==> config.mk <==
export PLATFORM = sky130hd
export DESIGN_NAME = long_wb_sequencer
export DESIGN_NICKNAME = d
export VERILOG_FILES = /design/src/rtl/arm_wb_pkg.sv /design/src/rtl/long_wb_sequencer.sv
export SDC_FILE = /design/constraint.sdc
export NUM_CORES = 1
export LEC_CHECK = 0
export CORE_AREA = 3 3 95 97
export DETAILED_ROUTE_END_ITERATION = 8
export DIE_AREA = 0 0 98 100
export PLACE_DENSITY = 0.84
export SYNTH_ARGS = -nofsm -noshare
export SYNTH_HDL_FRONTEND = slang
export SYNTH_SLANG_ARGS = --single-unit
==> constraint.sdc <==
create_clock -name clk -period 3.2 [get_ports clk]
set_input_delay 0.64 -clock clk [delete_from_list [all_inputs] [get_ports clk]]
set_output_delay 0.64 -clock clk [all_outputs]
set_load 0.005 [all_outputs]
==> src/rtl/arm_wb_pkg.sv <==
// Shared types for the register-file write-back path: sequencer states,
// the PC register index and the captured request bundle.
package arm_wb_pkg;

  localparam int WB_DW = 32;
  localparam int WB_AW = 4;

  localparam logic [3:0] REG_PC = 4'hF;

  typedef enum logic [1:0] {
    IDLE  = 2'd0,
    WR_LO = 2'd1,
    WR_HI = 2'd2
  } wb_state_t;

  typedef struct packed {
    logic                 long;
    logic [WB_AW-1:0]     lo_addr;
    logic [WB_AW-1:0]     hi_addr;
    logic [2*WB_DW-1:0]   data;
  } wb_req_t;

endpackage

==> src/rtl/long_wb_sequencer.sv <==
// Serialises 32-bit and 64-bit write-back requests onto the single register
// file write port, diverting R15 writes to the dedicated PC port.
//
// state | meaning
// IDLE  | nothing captured, ready for a request
// WR_LO | writing low word (or the only word) to the captured lo address
// WR_HI | writing high word of a long request to the captured hi address
module long_wb_sequencer
  import arm_wb_pkg::*;
#(
  parameter int DW = 32,
  parameter int AW = 4
) (
  input  logic            clk,
  input  logic            reset,
  input  logic            req_valid,
  output logic            req_ready,
  input  logic            req_long,
  input  logic [AW-1:0]   req_lo_addr,
  input  logic [AW-1:0]   req_hi_addr,
  input  logic [2*DW-1:0] req_data,
  output logic            we3,
  output logic [AW-1:0]   wa3,
  output logic [DW-1:0]   wd3,
  output logic            pc_we,
  output logic [DW-1:0]   pc_wd,
  output logic            busy
);

  wb_state_t     state;
  wb_req_t       cap;
  logic          accept;
  logic [AW-1:0] act_addr;
  logic [DW-1:0] act_word;

  // Ready only depends on registered state so acceptance never loops through req_valid.
  always_comb begin
    req_ready = (state == IDLE) || (state == WR_HI) || ((state == WR_LO) && !cap.long);
    accept    = req_valid && req_ready;
    busy      = (state != IDLE);
  end

  always_ff @(posedge clk) begin
    if (reset) begin
      state <= IDLE;
      cap   <= '0;
    end else begin
      if (accept) begin
        cap.long    <= req_long;
        cap.lo_addr <= req_lo_addr;
        cap.hi_addr <= req_hi_addr;
        cap.data    <= req_data;
      end
      case (state)
        IDLE:    state <= accept ? WR_LO : IDLE;
        WR_LO: begin
          if (cap.long)    state <= WR_HI;
          else if (accept) state <= WR_LO;
          else             state <= IDLE;
        end
        WR_HI:   state <= accept ? WR_LO : IDLE;
        default: state <= IDLE;
      endcase
    end
  end

  always_comb begin
    act_addr = (state == WR_HI) ? cap.hi_addr : cap.lo_addr;
    act_word = (state == WR_HI) ? cap.data[2*DW-1:DW] : cap.data[DW-1:0];
    we3   = 1'b0;
    wa3   = '0;
    wd3   = '0;
    pc_we = 1'b0;
    pc_wd = '0;
    if (state != IDLE) begin
      if (act_addr == REG_PC) begin
        pc_we = 1'b1;
        pc_wd = act_word;
      end else begin
        we3 = 1'b1;
        wa3 = act_addr;
        wd3 = act_word;
      end
    end
  end

endmodule

==> flow_summary.yaml <==
timing:
  hold_viol: 0
  finalSetupViolCount: 0
  max_clock_freq_mhz: 342
  period_share_pct: 91.3
  post-route-min-period_ps: 2920
  clock_skew_ps: 5.81
  max_slew_margin_pct: 30.0
  slew_viol_final: 0
  worst_pin_slew_ps: 1050
  whs_ps: 494
  rsz0062_at_grt: "no"
  tns_ps: 0
layout:
  n_fill_cell: 698
  fin_nets: 624
  num_antenna_cells: 0
  syn_to_final_growth_pct: 41.1
  drive_gt1_share_pct: 14.8
min_path:
  hold_end: "cap[52]"
  hold_start: "cap[52]"
  hold_path.class: "reg -> reg"
  hold_depth: 2
routing:
  drcViolationCount: 0
  drt-initial-drc-count: 156
  drt_first_pass_iters: 4
  wl_mm: 11.6
  ant_nets: 0
  routed-via-count: 3821
  via_per_inst: 5.81
  post_drt_wl_per_cell_um: 17.6
yosys:
  synthTopCellsByArea: "dfxtp_1 39%, a22o_1 15%, a21bo_2 13%"
  syn_area_um2: 3900
  synth-seq-cells: 75
  synth.net_count: 508
  syn_inst: 432
  synth_seq_area_share_pct: 38.5
  ys.warnings.count: 0
  synth_top_area_share_pct: 38.5
  synth_cell_type_count: 22
  avgSynthCellArea_um2: 9.02
  yosysTopAreaCell: "dfxtp_1"
clock_tree:
  ctsResizeCount: 0
  path_clk_slew_ps: 70
  cts_buffers: 9
  htree_levels: 3
  cts.path.max_buffers: 2
  root_buffer: "clkbuf_8"
  clk_latency_ps: 340
  postCtsHoldBufs: 0
  clock-sinks: 75
  cts_tree: "done"
  postCtsSetupBuffers: 0
global_route:
  grt_usage_pct: 23.0
  grt_antenna_before_repair: 0
  grt_first_pass_wirelength_mm: 18.5
  grt_pass1_vias: 3784
  grt_max_degree: 91
  grt_overflow: 0
die:
  die_h_um: 100
  std_cell_rows: 33
  pin_count: 148
  start_util_pct: 47.4
  fp.dieArea_um2: 9800
  core-area_um2: 8220
  die_w_um: 98
placement:
  io_buffers: 147
  hpwl_mm: 7.52
  place_congestion: 0.819
setup_path:
  worstPathArrival_ps: 2280
  r2r_setup_slack_ps: 1260
  critPathMaxFanout: 36
  ff2ff_path_depth: 4
  start_kind: "flip-flop"
  cp-end-kind: "primary output"
  required_ps: 2560
  timing.rr.end: "cap[26]"
  crit_type: "reg -> out"
  r2r_start: "cap[72]"
status:
  status: "complete, no violations"
power_and_ir_drop:
  irDropWorstVdd_uv: 245
  powerDensity_nw_per_um2: 353
  intPower_mw: 1.45
  leakage_nw: 1.98
  total_power_mw: 1.94
  p_switching_uw: 492
  p_sw_share_pct: 25.3
  clkPwrFrac_pct: 31.1
  pwr-share-seq_pct: 53.2
  pwr-share-comb_pct: 15.8
job:
  drv_cap: 0
==> power groups by stage <==
stage / Sequential, mW / Combinational, mW / Clock [mW]
after floorplan: 1.04 / 0.164 / 0
after global placement: 1.05 / 0.299 / 0
after detailed placement: 1.05 / 0.306 / 0
after CTS: 1.03 / 0.307 / 0.618
after global routing: 1.04 / 0.334 / 0.659
final: 1.03 / 0.306 / 0.603
==> layout make-up <==
type	count	area (um2)	area share, %
multi-input combinational	302	2160	39.2
timing repair buffer	158	1550	28.1
sequential	75	1500	27.3
clock buffer	13	139	2.53
tap	105	131	2.39
clock inverter	3	15.0	0.273
inverter	2	7.51	0.137
==> worst max path at each step <==
stage / from / end / slack [ps]
after floorplan: cap[66] / wa3[1] / 1400
after global placement: state[0] / wd3[31] / 750
after detailed placement: state[0] / wd3[12] / 660
after CTS: state[0] / wd3[12] / 280
after global routing: state[0] / wd3[31] / 180
final: state[0] / wd3[12] / 280
==> sequential cells by signal, summed over array words and instances (netlist names) <==
register,cells
cap,73
state,2
==> placed cells by master (no fill, tap or decap), types with 9 or more instances in the layout <==
cell type	n
a21bo_2	52
a21oi_1	54
a22o_1	68
buf_4	12
clkbuf_8	9
clkdlybuf4s50_1	145
dfxtp_1	75
nand2b_1	21
nand3_1	53
nand4b_1	20
o21ai_0	17
==> metrics by stage <==
step / utilization, % / instances / instance area, um2 / worst slack [ps]
4_1_cts: 66.9 / 658 / 5500 / 284
3_5_place_dp: 65.0 / 642 / 5340 / 662
5_1_grt: 66.9 / 658 / 5500 / 178
3_3_place_gp: 65.0 / 642 / 5340 / 750
6_report: 66.9 / 658 / 5500 / 279
2_1_floorplan: - / 432 / 3900 / 1400
==> worst max-delay path, stage by stage (launching register included) <==
cell and delay, ps:
dfxtp_1 380, nand2b_1 230, nor2b_2 140, buf_4 410
a22o_1 250, clkdlybuf4s50_1 530
==> cells in the mapped netlist (all sizes together) <==
cell and instances:
a21bo 52, a21oi 54, a22o 68, and2 2, buf 34, clkbuf 19, dfxtp 75, inv 2
nand2b 21, nand3 53, nand4 2, nand4b 20, nor2 3, nor2b 2, nor4b 1, o21ai 22
o22ai 1, or2 1
==> cell families after synthesis <==
group                  Yosys count  synth area share (%)
buffers and inverters           55                  6.52
AND/OR/NAND/NOR                105                  16.3
flip-flops                      75                  38.5
AO/OA/AOI/OAI                  197                  38.7
==> per-layer routing <==
metal / GRT usage (%) / share of wire (%) / wire length [um]
met5: 0 / 0 / 0
met4: 7.24 / 1.2 / 142
met3: 6.81 / 7.7 / 888
met2: 38.2 / 48 / 5570
met1: 28.8 / 43 / 4950
Note: power is estimated with default switching activity, not from simulation.
